==> src/rtl/graphics_test_top_if.sv <==
// graphics_test_top_if: raster position, framebuffer address and VGA pins of
// the graphics test top. The master side is driven by graphics_test_top; the
// slave side is for whatever consumes the raster (board pins, fetch path).
interface graphics_test_top_if;
    logic       VGA_HS;
    logic       VGA_VS;
    logic [3:0] VGA_R;
    logic [3:0] VGA_G;
    logic [3:0] VGA_B;
    logic [9:0] pixel_x;
    logic [9:0] pixel_y;
    logic [14:0] pixel_addr;

    modport master (
        output VGA_HS, VGA_VS, VGA_R, VGA_G, VGA_B,
        output pixel_x, pixel_y, pixel_addr
    );

    modport slave (
        input VGA_HS, VGA_VS, VGA_R, VGA_G, VGA_B,
        input pixel_x, pixel_y, pixel_addr
    );
endinterface

==> src/rtl/graphics_test_top.sv <==
// graphics_test_top: board-level VGA test top, 640x480@60 Hz from the 50 MHz
// board clock. A 25 MHz pixel enable steps the raster counters; sync, colour
// and framebuffer address are combinational decodes of those counters.
// Keys[0] is an asynchronous active-high reset, Keys[1] selects the pattern
// (colour bars or checkerboard) at frame boundaries only.
// Optional build macro: BORDER_EN -- forces a one-pixel red border on the
// outermost visible rows and columns.
module graphics_test_top #(
    parameter int H_VISIBLE = 640,
    parameter int H_FRONT   = 16,
    parameter int H_SYNC    = 96,
    parameter int H_BACK    = 48,
    parameter int V_VISIBLE = 480,
    parameter int V_FRONT   = 10,
    parameter int V_SYNC    = 2,
    parameter int V_BACK    = 33,
    parameter int FB_SHIFT  = 2,
    parameter int FB_WIDTH  = 160
) (
    input  logic                 MAX10_CLK1_50,
    input  logic [1:0]           Keys,
    graphics_test_top_if.master  vga
);

    localparam int H_TOTAL = H_VISIBLE + H_FRONT + H_SYNC + H_BACK;
    localparam int V_TOTAL = V_VISIBLE + V_FRONT + V_SYNC + V_BACK;

    localparam logic [9:0] H_LAST   = 10'(H_TOTAL - 1);
    localparam logic [9:0] H_VIS    = 10'(H_VISIBLE);
    localparam logic [9:0] H_EDGE   = 10'(H_VISIBLE - 1);
    localparam logic [9:0] HS_START = 10'(H_VISIBLE + H_FRONT);
    localparam logic [9:0] HS_END   = 10'(H_VISIBLE + H_FRONT + H_SYNC - 1);
    localparam logic [9:0] V_LAST   = 10'(V_TOTAL - 1);
    localparam logic [9:0] V_VIS    = 10'(V_VISIBLE);
    localparam logic [9:0] V_EDGE   = 10'(V_VISIBLE - 1);
    localparam logic [9:0] VS_START = 10'(V_VISIBLE + V_FRONT);
    localparam logic [9:0] VS_END   = 10'(V_VISIBLE + V_FRONT + V_SYNC - 1);

    typedef logic [11:0] rgb_t;  // {R,G,B} nibbles

    typedef enum logic {
        PAT_BARS    = 1'b0,
        PAT_CHECKER = 1'b1
    } pattern_e;

    logic clk;
    logic rst;
    assign clk = MAX10_CLK1_50;
    assign rst = Keys[0];

    logic     pix_en;
    logic [9:0] pixel_x;
    logic [9:0] pixel_y;
    logic     key_meta;
    logic     key_sync;
    pattern_e pat_sel;

    // Pixel enable: divide the 50 MHz clock down to a 25 MHz strobe.
    // NOTE: sequential state uses non-blocking assignments so every flop samples
    // pre-edge values regardless of block ordering.
    always_ff @(posedge clk or posedge rst) begin
        if (rst) pix_en <= 1'b0;
        else     pix_en <= ~pix_en;
    end

    // Raster counters: column wraps 799->0 and carries into the line counter.
    always_ff @(posedge clk or posedge rst) begin
        if (rst) begin
            pixel_x <= '0;
            pixel_y <= '0;
        end else if (pix_en) begin
            if (pixel_x == H_LAST) begin
                pixel_x <= '0;
                pixel_y <= (pixel_y == V_LAST) ? 10'd0 : pixel_y + 10'd1;
            end else begin
                pixel_x <= pixel_x + 10'd1;
            end
        end
    end

    // Two-flop synchroniser for the asynchronous pattern-select key.
    always_ff @(posedge clk or posedge rst) begin
        if (rst) begin
            key_meta <= 1'b0;
            key_sync <= 1'b0;
        end else begin
            key_meta <= Keys[1];
            key_sync <= key_meta;
        end
    end

    // Pattern select only updates on the first pixel of a frame, never mid-frame.
    always_ff @(posedge clk or posedge rst) begin
        if (rst)                                        pat_sel <= PAT_BARS;
        else if (pix_en && pixel_x == '0 && pixel_y == '0) pat_sel <= pattern_e'(key_sync);
    end

    logic       visible;
    logic [2:0] bar_idx;
    rgb_t       bar_rgb;
    rgb_t       checker_rgb;
    rgb_t       rgb;
    logic [14:0] addr_row;
    logic [14:0] addr_col;
    logic [14:0] pixel_addr;

    assign visible     = (pixel_x < H_VIS) && (pixel_y < V_VIS);
    assign bar_idx     = 3'(pixel_x / 10'd80);
    assign checker_rgb = {12{pixel_x[5] ^ pixel_y[5]}};
    assign addr_row    = 15'(pixel_y >> FB_SHIFT) * 15'(FB_WIDTH);
    assign addr_col    = 15'(pixel_x >> FB_SHIFT);

    // Colour-bar lookup: eight 80-pixel bars from white down to black.
    always_comb begin
        unique case (bar_idx)
            3'd0:    bar_rgb = 12'hFFF;
            3'd1:    bar_rgb = 12'hFF0;
            3'd2:    bar_rgb = 12'h0FF;
            3'd3:    bar_rgb = 12'h0F0;
            3'd4:    bar_rgb = 12'hF0F;
            3'd5:    bar_rgb = 12'hF00;
            3'd6:    bar_rgb = 12'h00F;
            default: bar_rgb = 12'h000;
        endcase
    end

    // Pixel decode: blank and address zero outside the visible area or in reset.
    // NOTE: defaults are assigned first so no path through this block holds a
    // value, which would otherwise infer a latch.
    always_comb begin
        rgb        = '0;
        pixel_addr = '0;
        if (visible) begin
            pixel_addr = addr_row + addr_col;
            // The counters already sit at (0,0) in reset, which is visible; gate
            // colour so the outputs stay dark while Keys[0] is held.
            if (!rst) begin
                rgb = (pat_sel == PAT_CHECKER) ? checker_rgb : bar_rgb;
`ifdef BORDER_EN
                if (pixel_x == '0 || pixel_x == H_EDGE || pixel_y == '0 || pixel_y == V_EDGE)
                    rgb = 12'hF00;
`else
                // Pattern runs unmodified to the edges in this build.
`endif
            end
        end
    end

    assign vga.VGA_HS     = ~((pixel_x >= HS_START) && (pixel_x <= HS_END));
    assign vga.VGA_VS     = ~((pixel_y >= VS_START) && (pixel_y <= VS_END));
    assign vga.VGA_R      = rgb[11:8];
    assign vga.VGA_G      = rgb[7:4];
    assign vga.VGA_B      = rgb[3:0];
    assign vga.pixel_x    = pixel_x;
    assign vga.pixel_y    = pixel_y;
    assign vga.pixel_addr = pixel_addr;

`ifndef BORDER_EN
    // Edge constants are only consulted by the border build.
    logic unused_edge;
    assign unused_edge = ^{H_EDGE, V_EDGE};
`endif

endmodule

==> src/flat_wrapper.sv <==
// flat-port wrapper written by rule: the top's interface ports become plain ports
module graphics_test_top_flat 
#(
    parameter int H_VISIBLE = 640,
    parameter int H_FRONT   = 16,
    parameter int H_SYNC    = 96,
    parameter int H_BACK    = 48,
    parameter int V_VISIBLE = 480,
    parameter int V_FRONT   = 10,
    parameter int V_SYNC    = 2,
    parameter int V_BACK    = 33,
    parameter int FB_SHIFT  = 2,
    parameter int FB_WIDTH  = 160
)
  (MAX10_CLK1_50, Keys, vga_VGA_HS, vga_VGA_VS, vga_VGA_R, vga_VGA_G, vga_VGA_B, vga_pixel_x, vga_pixel_y, vga_pixel_addr);
  graphics_test_top_if vga_i ();
  input  logic MAX10_CLK1_50;
  input  logic [1:0] Keys;
  output wire logic [$bits(vga_i.VGA_HS)-1:0] vga_VGA_HS;
  output wire logic [$bits(vga_i.VGA_VS)-1:0] vga_VGA_VS;
  output wire logic [$bits(vga_i.VGA_R)-1:0] vga_VGA_R;
  output wire logic [$bits(vga_i.VGA_G)-1:0] vga_VGA_G;
  output wire logic [$bits(vga_i.VGA_B)-1:0] vga_VGA_B;
  output wire logic [$bits(vga_i.pixel_x)-1:0] vga_pixel_x;
  output wire logic [$bits(vga_i.pixel_y)-1:0] vga_pixel_y;
  output wire logic [$bits(vga_i.pixel_addr)-1:0] vga_pixel_addr;
  assign vga_VGA_HS = vga_i.VGA_HS;
  assign vga_VGA_VS = vga_i.VGA_VS;
  assign vga_VGA_R = vga_i.VGA_R;
  assign vga_VGA_G = vga_i.VGA_G;
  assign vga_VGA_B = vga_i.VGA_B;
  assign vga_pixel_x = vga_i.pixel_x;
  assign vga_pixel_y = vga_i.pixel_y;
  assign vga_pixel_addr = vga_i.pixel_addr;
  graphics_test_top #(.H_VISIBLE(H_VISIBLE), .H_FRONT(H_FRONT), .H_SYNC(H_SYNC), .H_BACK(H_BACK), .V_VISIBLE(V_VISIBLE), .V_FRONT(V_FRONT), .V_SYNC(V_SYNC), .V_BACK(V_BACK), .FB_SHIFT(FB_SHIFT), .FB_WIDTH(FB_WIDTH)) u_core (.MAX10_CLK1_50(MAX10_CLK1_50), .Keys(Keys), .vga(vga_i));
endmodule
==> config.mk <==
export PLATFORM = sky130hd
export DESIGN_NAME = graphics_test_top_flat
export DESIGN_NICKNAME = d
export VERILOG_FILES = /design/src/rtl/graphics_test_top_if.sv /design/src/rtl/graphics_test_top.sv /design/src/flat_wrapper.sv
export SDC_FILE = /design/constraint.sdc
export NUM_CORES = 1
export LEC_CHECK = 0
export BUFFER_PORTS_ARGS = -buffer_cell sky130_fd_sc_hd__buf_2
export CAP_MARGIN = 0
export CORE_UTILIZATION = 50
export CTS_BUF_LIST = sky130_fd_sc_hd__clkbuf_4 sky130_fd_sc_hd__clkbuf_8 sky130_fd_sc_hd__clkbuf_16
export DETAILED_ROUTE_END_ITERATION = 16
export PLACE_DENSITY = 0.85
export SYNTH_ARGS = -nofsm -noshare
export SYNTH_HDL_FRONTEND = slang
export SYNTH_SLANG_ARGS = --single-unit
==> constraint.sdc <==
create_clock -name MAX10_CLK1_50 -period 4.1 [get_ports MAX10_CLK1_50]
set_input_delay 0.41 -clock MAX10_CLK1_50 [delete_from_list [all_inputs] [get_ports MAX10_CLK1_50]]
set_output_delay 0.41 -clock MAX10_CLK1_50 [all_outputs]
set_load 0.005 [all_outputs]
==> metrics.txt <==
count of different cell masters after synthesis 56; static leakage ~1.2 nW; DRC Markers 0; Die ar. approximately 4600 um^2; run status finished clean; pin count of the biggest net entering global routing 26; worst-skew pair later-pin latency 0.27 ns; total of cells resized after clock tree synthesis 0; drt via density 5.72; flop2flop setup slack around 1.8 ns; yosys warns 0; final total negative setup slack 0 ns; achievable clock frequency 0.297 GHz; number of port buffers between 50 and 60; Worst Setup Path Type flip-flop to output pin; clock tree from TritonCTS built; Final Cycle Share 0.820; Total Routed Length 4.74 mm; max-slew violations 0; placed cell count 334; Peak supply drop between 150 and 200 uV; startpoint of the most critical setup path u_core.vga.pixel_y[3]$_DFFE_PP0P_; number of buffers inserted by hold repair at cts 0; cell count after synthesis around 250; die height 67.7 um; critical register-to-register path startpoint u_core.vga.pixel_x[9]$_DFFE_PP0P_; post-synthesis async set-or-reset flop share 1.00; post-DR wirelength/cell around 14 um; average instance area after synthesis between 8 and 9 um^2; via count of the first global-routing pass ~1,700; first-pass iteration count of the detailed router 4; cell types occupying the most area after synthesis dfrtp_1 (28%), ha_1 (12%), xnor2_1 (5.7%), o21ai_0 (4.2%), nor2_1 (4.2%); worst setup path end vga_pixel_addr[14]; global-route wire length before repair between 7 and 8 mm; ratio of total power to cell area between 150 and 200 nW/um^2; minimum clock period after layout around 3.4 ns; count of routing violations after the opening detailed-route iteration ~120; placer congestion estimate 0.844; count of filler cells inserted in the layout around 370; post-synth design cell area around 2200 um^2; Site Rows 23; H-Tree Depth 1; sequential-to-total area share from yosys stat 0.278; Syn Nets roughly 280; final setup violation count 0; top cell type's share of synthesized area 0.278; max-capacitance violation count 0; clock transition at the registers of the reported paths 0.09 ns; remaining number of nets flagged by the antenna check after routing 0; end of the worst register-to-register path u_core.vga.pixel_y[7]$_DFFE_PP0P_; number of antenna violations at the first check in global routing 0; number of vias after detailed routing a little under 2,000; die extent in x 67.7 um; area growth from synthesis to final layout 12.7%; worst clock skew on the final layout approximately 0.011 ns; RSZ-0062 raised after global routing false; type of the worst min-delay path input pin to async pin; highest cell delay on the worst timing path approximately 0.52 ns; Sink Count 24; worst slew pin tran roughly 0.56 ns; kind of launch point of the worst setup path flip-flop; number of cells on the worst reg-to-reg path 5; Clock Tree Buf Depth 2; data required time at the worst endpoint 3.69 ns; critical path's most frequent cell ha_1; core area 4090 um^2; share of layout cells above drive strength 1 0.226; Total Nets Final 314; Final Hold Violating Endpoints 0; synthesis-stage register bit count 24; effective utilization at floorplan 0.528; overflow left after global routing 0; sequence of cells on the critical path ha_1 > ha_1 > inv_1 > fa_1 > xnor2_1 > o211a_1 > and2_1 > and4b_1 > mux2i_1 > buf_2; EDFF count, synth 0; crit path DAT ~3.0 ns; total global routing track utilization 0.226; root buffer cell clkbuf_8; Relative slew margins 0.625; Setup crit end kind output pin; post-detailed-placement half-perimeter wirelength 3.54 mm; Critical Path Fanout Max 11; number of placed I/O pins between 50 and 60; Post-CTS Setup Inserts 0; clock buffer count from CTS 3; cell taking the most area after synthesis dfrtp_1; final standard cell count with taps included and fillers excluded approximately 340; Worst path slowest cell dfrtp_1; antenna fix cells 0; predominant post-synthesis flop cell dfrtp_1
-- through the flow --
step                 util  hold slack, ns  worst slack [ns]  instance area (um^2)  total power [mW]
floorplan               -           0.331              1.33                  2160             0.257
global placement    0.578           0.333              1.14                  2360             0.260
detailed placement  0.578           0.346              1.05                  2360             0.260
CTS                 0.596           0.179             0.724                  2430             0.469
global route        0.596           0.202             0.552                  2430             0.479
finish              0.596           0.170             0.737                  2430             0.465
-- where the power goes --
group	internal, mW	switching (mW)	total (mW)	leakage [nW]
clock	0.131	0.0795	0.210	0.0357
combinational	0.00624	0.00994	0.0162	0.868
sequential	0.238	0.000925	0.239	0.314
total	0.375	0.0904	0.465	1.22
-- critical path: cells and delay by family (launching register included) --
| family | cells | cell delay [ns] |
|---|---|---|
| buffers and inverters | 2 | 0.18 |
| and+or+nand+nor | 2 | 0.37 |
| AOI/OAI and AO/OA | 1 | 0.22 |
| DFF | 1 | 0.52 |
| adders and majority gates | 3 | 0.93 |
| xor gates and xnor gates | 1 | 0.27 |
| muxes | 1 | 0.18 |
-- worst min-delay path by stage --
| stage | startpoint | end |
|---|---|---|
| 3_5_place_dp | u_core.key_meta$_DFF_PP0_ | u_core.key_sync$_DFF_PP0_ |
| 4_1_cts | Keys[0] | u_core.key_meta$_DFF_PP0_ |
| 6_report | Keys[0] | u_core.vga.pixel_y[3]$_DFFE_PP0P_ |
| 2_1_floorplan | u_core.key_meta$_DFF_PP0_ | u_core.key_sync$_DFF_PP0_ |
| 5_1_grt | Keys[0] | u_core.key_meta$_DFF_PP0_ |
| 3_3_place_gp | u_core.key_meta$_DFF_PP0_ | u_core.key_sync$_DFF_PP0_ |
-- cell type report --
class / instances / area (um^2) / area share
Clock buffer: 3 / 41.3 / 0.0170
Clock inverter: 1 / 30.0 / 0.0123
Inverter: 13 / 48.8 / 0.0201
Multi-Input combinational cell: 195 / 1390 / 0.570
Sequential cell: 24 / 601 / 0.247
Tap cell: 50 / 62.6 / 0.0257
Timing Repair Buffer: 52 / 263 / 0.108
-- cell families after synthesis --
logic type,share of synthesized area
and+or+nand+nor,0.246
buffers and inverters,0.0794
AOI/OAI and AO/OA,0.166
muxes,0.0151
xor gates and xnor gates,0.0811
adders and majority gates,0.134
DFF,0.278
-- registers in the layout, indices dropped and copies added, names as in the netlist --
signal              count
u_core.pix_en           1
u_core.key_meta         1
u_core.pat_sel          1
u_core.vga.pixel_y     10
u_core.vga.pixel_x     10
u_core.key_sync         1
-- synth_stat cells, drive strengths merged (4+ instances only) --
master / number
a211oi: 6
ha: 20
nor2b: 5
o21ai: 18
nand2: 15
inv: 13
xnor2: 14
dfrtp: 24
a21oi: 11
nand4: 6
xor2: 6
nand3: 9
nor2: 24
buf: 16
nor3: 4
and2: 9
-- cells in the final DEF, fill, tap and decap left out, drive strengths merged, types with 4 or more instances in the layout --
| cell type | n |
|---|---|
| xor2 | 6 |
| nor2b | 5 |
| and2 | 9 |
| xnor2 | 14 |
| nand2 | 15 |
| nand3 | 9 |
| dfrtp | 24 |
| a211oi | 6 |
| ha | 20 |
| nor3 | 4 |
| inv | 13 |
| o21ai | 18 |
| buf | 52 |
| a21oi | 11 |
| nor2 | 24 |
| nand4 | 6 |
-- layer usage --
metal	vias up	wire length, um	GRT usage
li1	967	-	-
met1	908	2320	0.324
met2	53	2200	0.349
met3	6	168	0.0270
met4	0	48	0.0771
met5	-	0	0
Note: power is estimated with default switching activity, not from simulation.
